`src/rtl/change_dispenser.sv`:
```
// Change dispenser: greedy big/small coin hopper sequencer
// with per-coin drive pulse, ack timeout and fault latch.
module change_dispenser #(
  parameter int PULSE_CYCLES   = 2,
  parameter int BIG_VALUE      = 5,
  parameter int TIMEOUT_CYCLES = 15
) (
  input  logic       Clock,
  input  logic       Reset,
  input  logic [4:0] Change,
  input  logic       Change_Valid,
  input  logic       Hopper_Ack,
  input  logic       Clear,
  output logic       Coin_Big,
  output logic       Coin_Small,
  output logic       Busy,
  output logic       Done,
  output logic       Fault,
  output logic [4:0] Remaining
);

  typedef enum logic [2:0] {
    IDLE,
    PULSE,
    WAIT_ACK,
    DONE,
    FAULT
  } state_t;

  localparam logic [4:0] BIG_V   = 5'(BIG_VALUE);
  localparam logic [2:0] PULSE_N = 3'(PULSE_CYCLES);
  localparam logic [7:0] TO_LAST = 8'(TIMEOUT_CYCLES - 1);

  state_t     state;
  logic [2:0] pulse_cnt;
  logic [7:0] tmo_cnt;
  logic       use_big;
  logic [4:0] coin_val;
  logic [4:0] rem_next;

  // Greedy pick; Remaining is stable through PULSE and WAIT_ACK
  assign use_big  = (Remaining >= BIG_V);
  assign coin_val = use_big ? BIG_V : 5'd1;
  assign rem_next = (Remaining > coin_val) ?
                    (Remaining - coin_val) : 5'd0;

  // Dispense sequencer with registered outputs
  always_ff @(posedge Clock or posedge Reset) begin
    if (Reset) begin
      state      <= IDLE;
      pulse_cnt  <= '0;
      tmo_cnt    <= '0;
      Coin_Big   <= 1'b0;
      Coin_Small <= 1'b0;
      Busy       <= 1'b0;
      Done       <= 1'b0;
      Fault      <= 1'b0;
      Remaining  <= '0;
    end else begin
      Done <= 1'b0;
      unique case (state)
        IDLE: begin
          if (Change_Valid) begin
            if (Change != 5'd0) begin
              Remaining <= Change;
              Busy      <= 1'b1;
              pulse_cnt <= '0;
              state     <= PULSE;
            end else begin
              Remaining <= '0;
              Done      <= 1'b1;
              state     <= DONE;
            end
          end
        end
        PULSE: begin
          if (pulse_cnt == PULSE_N) begin
            Coin_Big   <= 1'b0;
            Coin_Small <= 1'b0;
            tmo_cnt    <= '0;
            state      <= WAIT_ACK;
          end else begin
            Coin_Big   <= use_big;
            Coin_Small <= ~use_big;
            pulse_cnt  <= pulse_cnt + 3'd1;
          end
        end
        WAIT_ACK: begin
          if (Hopper_Ack) begin
            Remaining <= rem_next;
            if (rem_next == 5'd0) begin
              Busy  <= 1'b0;
              Done  <= 1'b1;
              state <= DONE;
            end else begin
              pulse_cnt <= '0;
              state     <= PULSE;
            end
          end else if (tmo_cnt == TO_LAST) begin
            Busy  <= 1'b0;
            Fault <= 1'b1;
            state <= FAULT;
          end else begin
            tmo_cnt <= tmo_cnt + 8'd1;
          end
        end
        DONE: begin
          state <= IDLE;
        end
        FAULT: begin
          if (Clear) begin
            Fault <= 1'b0;
            state <= IDLE;
          end
        end
        default: begin
          state <= IDLE;
        end
      endcase
    end
  end

endmodule
```
`config.mk`:
```
export PLATFORM = sky130hd
export DESIGN_NAME = change_dispenser
export DESIGN_NICKNAME = d
export VERILOG_FILES = /design/src/rtl/change_dispenser.sv
export SDC_FILE = /design/constraint.sdc
export NUM_CORES = 1
export LEC_CHECK = 0
export ABC_AREA = 1
export BUFFER_PORTS_ARGS = -buffer_cell sky130_fd_sc_hd__clkbuf_2
export CORE_MARGIN = 4
export CORE_UTILIZATION = 39
export CTS_CLUSTER_DIAMETER = 200
export CTS_CLUSTER_SIZE = 28
export DETAILED_ROUTE_END_ITERATION = 10
export HOLD_SLACK_MARGIN = 0.03
export PLACE_DENSITY_LB_ADDON = 0.08
export SYNTH_ARGS = -nofsm -noshare
export SYNTH_HDL_FRONTEND = slang
export SYNTH_SLANG_ARGS = --single-unit
```
`constraint.sdc`:
```
create_clock -name Clock -period 2.1 [get_ports Clock]
set_input_delay 0.42 -clock Clock [delete_from_list [all_inputs] [get_ports Clock]]
set_output_delay 0.42 -clock Clock [all_outputs]
set_load 0.02 [all_outputs]
```
Yosys cells after proc, flatten, opt, wreduce, memory -nomap -nowiden
Cells that the tools add are included.
{"block": "word_totals", "ff_bits": 24, "inputBits": 10, "output_inout_bits": 10, "word_cells": 86}
{"block": "classes", "n_addsub": 3, "magnitude_cmp": 2, "n_eq_ne": 17, "muxes": 41, "n_bitwise": 1, "n_reduce_logical": 13}
{"cell": "$mux W3", "count": 11}
{"cell": "$mux W8", "count": 3}
{"cell": "$mux W5", "count": 4}
{"cell": "$ne A2 B2 Y1 const B", "count": 10}
{"cell": "$pmux W8 S2", "count": 1}
{"cell": "$mux W1", "count": 14}
{"cell": "$pmux W3 S4", "count": 1}
{"cell": "$reduce_and A4 Y1", "count": 3}
{"cell": "$pmux W5 S2", "count": 1}
{"cell": "$pmux W3 S3", "count": 1}
{"cell": "$add A8 B1 Y8 const B", "count": 1}
{"cell": "$eq A8 B4 Y1 const B", "count": 1}
{"cell": "$eq A3 B2 Y1 const B", "count": 2}
{"cell": "$ne A3 B3 Y1 const B", "count": 2}
{"cell": "$pmux W1 S2", "count": 3}
{"cell": "$reduce_and A6 Y1", "count": 1}
{"cell": "$reduce_bool A2 Y1", "count": 3}
{"cell": "$ge A5 B3 Y1 const B", "count": 1}
{"cell": "$gt A5 B3 Y1", "count": 1}
{"cell": "$logic_not A5 Y1", "count": 1}
{"cell": "$reduce_and A5 Y1", "count": 1}
{"cell": "$reduce_bool A5 Y1", "count": 1}
{"cell": "$sub A5 B3 Y5", "count": 1}
{"cell": "$mux W2", "count": 2}
{"cell": "7 further kinds", "count": 7}

Logic depth before layout (Yosys ltp)
{"block": "depth", "depth_word": 8, "depth_mapped": 14, "ltp_nobuf": 14}

Least setup slack after synthesis
Ideal clock, no wire load.
{"block": "synth_path", "kind": "register to register", "from": "reg Remaining[1]", "to": "reg pulse_cnt[0]", "setup_ns": 0.117, "arrival_ns": 1.742, "required_ns": 1.983, "slack_ns": 0.241, "path_stages_with_launch": 13, "n_path_buf": 0, "synth_period_minus_slack_ns": 1.859, "path_cell_list": "dfrtp_1 -> inv_1 -> ha_1 -> inv_1 -> nand4_1 -> nand3b_1 -> nand2_1 -> nand2_1 -> nand3_1 -> nand4_1 -> nand2_1 -> nand2_1 -> nand2_1"}
{"block": "synth_between", "elab_chain_len": 7, "word_cells_on_any_way": 8, "classes_between": "add/sub: 1; order compare: 2; eq/ne: 1; mux: 2; reduce/logical: 2"}
{"item": "start: declaration", "line": "19", "text": "output logic [4:0] Remaining"}
{"item": "start signal: assignment", "line": "65", "text": "Remaining <= Change;"}
{"item": "start signal: assignment", "line": "90", "text": "Remaining <= rem_next;"}
{"item": "$ge A5 B3 Y1", "line": "42", "text": "assign use_big = (Remaining >= BIG_V);"}
{"item": "$mux W3", "line": "43", "text": "assign coin_val = use_big ? BIG_V : 5'd1;"}
{"item": "$sub A5 B3 Y5 / $gt A5 B3 Y1 (equally long branches)", "line": "45, 44"}
{"item": "$mux W5 (*)", "line": "44", "text": "assign rem_next = (Remaining > coin_val) ?"}
{"item": "$logic_not A5 Y1 (*)", "line": "91", "text": "if (rem_next == 5'd0) begin"}
{"item": "$ne A2 B2 Y1 (no line) (*)"}
{"item": "$reduce_and A6 Y1 (no line) (*)"}
{"item": "end signal: assignment", "line": "85", "text": "pulse_cnt <= pulse_cnt + 3'd1;"}
{"item": "end: declaration", "line": "35", "text": "logic [2:0] pulse_cnt;"}
Every way passes the cells marked *; elsewhere a longest branch is shown, timed or not.
A chain may end at the register's enable or synchronous reset.

Worst setup path after layout
{"block": "layout_path", "from": "reg Remaining[0]", "to": "reg pulse_cnt[2]"}
The elaborated chain is that of the path after synthesis.

==> PnR_summary.wiki <==
{| class="wikitable"
! Metric !! Value
|-
| Final estimated routing congestion in global placement || 0.937
|-
| Die outline area || 5010 um^2
|-
| Number of antenna cells inserted || 0
|-
| Start of the worst register-to-register path || Remaining[0]
|-
| R2R cell count || 11
|-
| Total buffers and inverters traversed by the critical path || 1
|-
| Cts-stage hold buffer count || 0
|-
| Initial Util || 41.1%
|-
| Static Leakage || 0.967 nW
|-
| Cell Area, Synth || 1540 um^2
|-
| Filler Cells Inserted || 394
|-
| Setup crit end kind || register
|-
| Nets in the synthesized netlist || 221
|-
| Register bit total from synthesis || 24
|-
| Routed wire per std cell || 12.6 um
|-
| CP Cell Sequence || ha_1 -> inv_1 -> nand4_1 -> nand3b_1 -> nand2_1 -> nor2_2 -> nor2_2 -> nand4_1 -> nand2_1 -> nand2_1 -> nand2_1
|-
| Number of H-tree levels || 1
|-
| Pwr Density || 1410 nW/um^2
|-
| Placeable Area || 3740 um^2
|-
| Post-detailed-placement cell area || 1700 um^2
|-
| Buffers added on ports || 19
|-
| Total number of clock tree sinks || 24
|-
| Average footprint of a synthesized cell || 7.50 um^2
|-
| Highest-delay cell along the critical path || sky130_fd_sc_hd__dfrtp_1
|-
| Sequential area share after synthesis || 39.1%
|-
| Worst stage delay on the critical path || 430 ps
|-
| Kind of cell adding the most delay to the critical path || simple AND/OR/NAND/NOR gates
|-
| Top Ports || 20
|-
| Worst hold-check path type || primary input to asynchronous set/reset pin
|-
| Hold violation count in the final report || 0
|-
| Layout cells sized above 1 || 19.7%
|-
| Clock Tree Root || sky130_fd_sc_hd__clkbuf_8
|-
| Part of the total power dissipated in the clock network || 12.9%
|-
| Insertion delay to the later sink of the worst-skew pair || 270 ps
|-
| Post-DP HPWL || 2760 um
|-
| Logic pwr share || 56.4%
|-
| Switching part of the total power || 49.8%
|-
| Area growth, synth to finish || 15.4%
|-
| All-layer global routing usage || 15.5%
|-
| Startpoint types || register
|-
| Clock transition at the registers of the reported paths || 90 ps
|-
| Drt first-iter violations || 94
|-
| Most frequent cell on the critical path || sky130_fd_sc_hd__nand2_1
|-
| Final ANT Viol Nets || 0
|-
| Worst path setup slack after routing || 197 ps
|-
| Number of pins exceeding their max-slew limit in the final report || 0
|-
| Final Setup Violations || 0
|-
| Distinct cells, synth || 31
|-
| Count of yosys warnings during synthesis || 0
|-
| Category of the most critical setup path || register to register
|-
| Final critical-path required period || 1900 ps
|-
| Post-Syn Instances || 205
|-
| Post-route clock period utilization || 90.6%
|-
| Measured slew at the worst slew-check pin || 427 ps
|-
| Post-Route WL || 3500 um
|-
| Worst VDD drop || 0.626 mV
|-
| Max-slew headroom || 71.3%
|-
| Core Rows || 22
|-
| Internal Dissipation || 0.00125 W
|-
| Final instance area || 1770 um^2
|-
| TritonCTS clock tree || done
|-
| Floorplan die width || 70.8 um
|-
| Reg2Reg Capture Point || pulse_cnt[2]
|-
| GR Overflow Total || 0
|-
| Via count of the first global-routing pass || 1383
|-
| Via/cell ratio || 5.09
|-
| Number of buffers inserted during clock tree synthesis || 3
|-
| Die height || 70.8 um
|-
| Required @ worst endpoint || 2270 ps
|-
| Clock Skew || 1.52 ps
|-
| Count of nets after finishing || 246
|-
| Pre-CTS WS || 194 ps
|-
| Portion of total power attributed to sequential cells || 30.7%
|-
| DR vias || 1410
|-
| Slack of the worst reg-to-reg path || 200 ps
|-
| Max Buffers Root-to-Sink || 2
|-
| 1st-pass router iterations || 4
|-
| Switching power of the nets || 0.00124 W
|-
| DRC violations left || 0
|-
| Crit Path Max Fanout || 5
|-
| Maximum frequency from static timing analysis || 0.525 GHz
|-
| Number of antenna violations at the first check in global routing || 0
|-
| First-pass GRT wire length || 6280 um
|-
| Pin count of the biggest net entering global routing || 25
|-
| Number of maximum-capacitance constraint violations || 0
|-
| Run status || completed
|-
| Arrival time reported for the critical path endpoint || 2070 ps
|}
==> stage by stage <==
step | hold slack (ps) | power (W) | utilization [%] | std cells | setup TNS (ps)
2_1_floorplan | 435 | 0.00178 | - | 205 | 0
3_3_place_gp | 458 | 0.00209 | 45.3 | 272 | 0
3_5_place_dp | 475 | 0.00212 | 45.3 | 272 | 0
4_1_cts | 170 | 0.00246 | 46.8 | 276 | 0
5_1_grt | 190 | 0.00277 | 47.4 | 277 | -3.71
6_report | 164 | 0.00249 | 47.4 | 277 | 0
==> cells in the final DEF (no fill, tap or decap), drive strengths merged <==
| cell type | count |
|---|---|
| or2 | 1 |
| a22o | 1 |
| nand2 | 52 |
| inv | 35 |
| o211ai | 5 |
| a32o | 1 |
| nand3 | 16 |
| o21ai | 14 |
| nor4 | 1 |
| ha | 6 |
| clkinv | 1 |
| nand4 | 5 |
| a21oi | 4 |
| o22ai | 1 |
| clkbuf | 23 |
| o31ai | 2 |
| nand3b | 1 |
| buf | 2 |
| xnor2 | 1 |
| nor2 | 26 |
| xor2 | 1 |
| o2111ai | 1 |
| dfrtp | 24 |
| and3 | 1 |
| nor3 | 3 |
| nor3b | 1 |
==> per-layer routing <==
layer | routed length (um) | share of wire, % | vias to the layer above | GRT usage [%]
met3 | 108 | 3.1 | 4 | 2.56
met5 | 0 | 0 | - | 0
met1 | 1640 | 47 | 673 | 20.8
li1 | - | - | 713 | -
met4 | 41 | 1.2 | 0 | 5.64
met2 | 1710 | 49 | 20 | 24.9
==> timing repair <==
| item | 4_1_cts | 5_1_grt |
|---|---|---|
| buffers inserted | 0 | 1 |
| resized for setup | 0 | 4 |
| setup endpoints to repair | 0 | 4 |
==> synthesized netlist by cell type <==
cell type                   number  area share, %
sky130_fd_sc_hd__a21oi_1         4            1.3
sky130_fd_sc_hd__a22o_1          1           0.57
sky130_fd_sc_hd__a32o_1          1           0.65
sky130_fd_sc_hd__and3_2          1           0.49
sky130_fd_sc_hd__clkbuf_1        1           0.24
sky130_fd_sc_hd__clkinv_1        1           0.24
sky130_fd_sc_hd__dfrtp_1        24             39
sky130_fd_sc_hd__ha_1            6            4.9
sky130_fd_sc_hd__inv_1          31            7.6
sky130_fd_sc_hd__inv_2           4           0.98
sky130_fd_sc_hd__nand2_1        50             12
sky130_fd_sc_hd__nand2_4         2            1.5
sky130_fd_sc_hd__nand3_1        15            4.9
sky130_fd_sc_hd__nand3_2         1           0.65
sky130_fd_sc_hd__nand3b_1        1           0.49
sky130_fd_sc_hd__nand4_1         4            1.6
sky130_fd_sc_hd__nand4_2         1           0.81
sky130_fd_sc_hd__nor2_1         21            5.1
sky130_fd_sc_hd__nor2_4          5            3.7
sky130_fd_sc_hd__nor3_1          3           0.98
sky130_fd_sc_hd__nor3b_4         1            1.2
sky130_fd_sc_hd__nor4_1          1           0.41
sky130_fd_sc_hd__o2111ai_1       1           0.57
sky130_fd_sc_hd__o211ai_1        5            2.4
sky130_fd_sc_hd__o21ai_0        13            4.2
sky130_fd_sc_hd__o21ai_1         1           0.33
sky130_fd_sc_hd__o22ai_1         1           0.41
sky130_fd_sc_hd__o31ai_1         2           0.98
sky130_fd_sc_hd__or2_2           1           0.41
sky130_fd_sc_hd__xnor2_1         1           0.57
sky130_fd_sc_hd__xor2_1          1           0.57
==> area by class of cell <==
| class | count | area [um^2] | share of cell area [%] |
|---|---|---|---|
| well taps | 48 | 60.1 | 3.39 |
| multi-input cells | 144 | 813 | 45.8 |
| flip-flops and latches | 24 | 601 | 33.9 |
| inverters | 36 | 135 | 7.62 |
| repair buffers | 21 | 110 | 6.21 |
| clock buffers | 4 | 55.1 | 3.10 |
==> state kept, by name, summed over array words and instances (netlist names) <==
signal      flops
Coin_Small      1
state           3
Fault           1
Remaining       5
pulse_cnt       3
tmo_cnt         8
Busy            1
Coin_Big        1
Done            1
==> power by group through the flow <==
| stage | sequential [W] | clock, W | combinational (W) |
|---|---|---|---|
| after floorplan | 0.000842 | 0 | 0.000934 |
| after global placement | 0.000770 | 0 | 0.00132 |
| after detailed placement | 0.000778 | 0 | 0.00134 |
| after CTS | 0.000769 | 0.000342 | 0.00135 |
| after global routing | 0.000793 | 0.000365 | 0.00161 |
| final | 0.000765 | 0.000322 | 0.00141 |
==> how the worst max path moves through the flow <==
stage	from	endpoint	slack, ps	cells after the start
after detailed placement	Remaining[1]	pulse_cnt[0]	190	12
after global routing	Remaining[1]	pulse_cnt[0]	-4	12
after CTS	Remaining[1]	pulse_cnt[0]	160	12
after floorplan	Remaining[1]	pulse_cnt[0]	240	12
after global placement	Remaining[1]	pulse_cnt[0]	270	12
final	Remaining[0]	pulse_cnt[2]	200	11
==> kinds of logic (layout without fill, tap and decap cells) <==
group,after synthesis,after routing,share of synthesized area (%)
buffers and inverters,37,61,9.03
AO/OA/AOI/OAI,29,29,11.5
AND/OR/NAND/NOR,107,107,34.4
XOR/XNOR,2,2,1.14
flip-flops,24,24,39.1
adder cells (fa/ha/maj),6,6,4.88
==> worst min-delay path: cells and delay by family <==
| kind | cells | cell delay (ps) |
|---|---|---|
| buf+inv | 3 | 420 |
No activity file was read; power rests on OpenSTA's default activity.
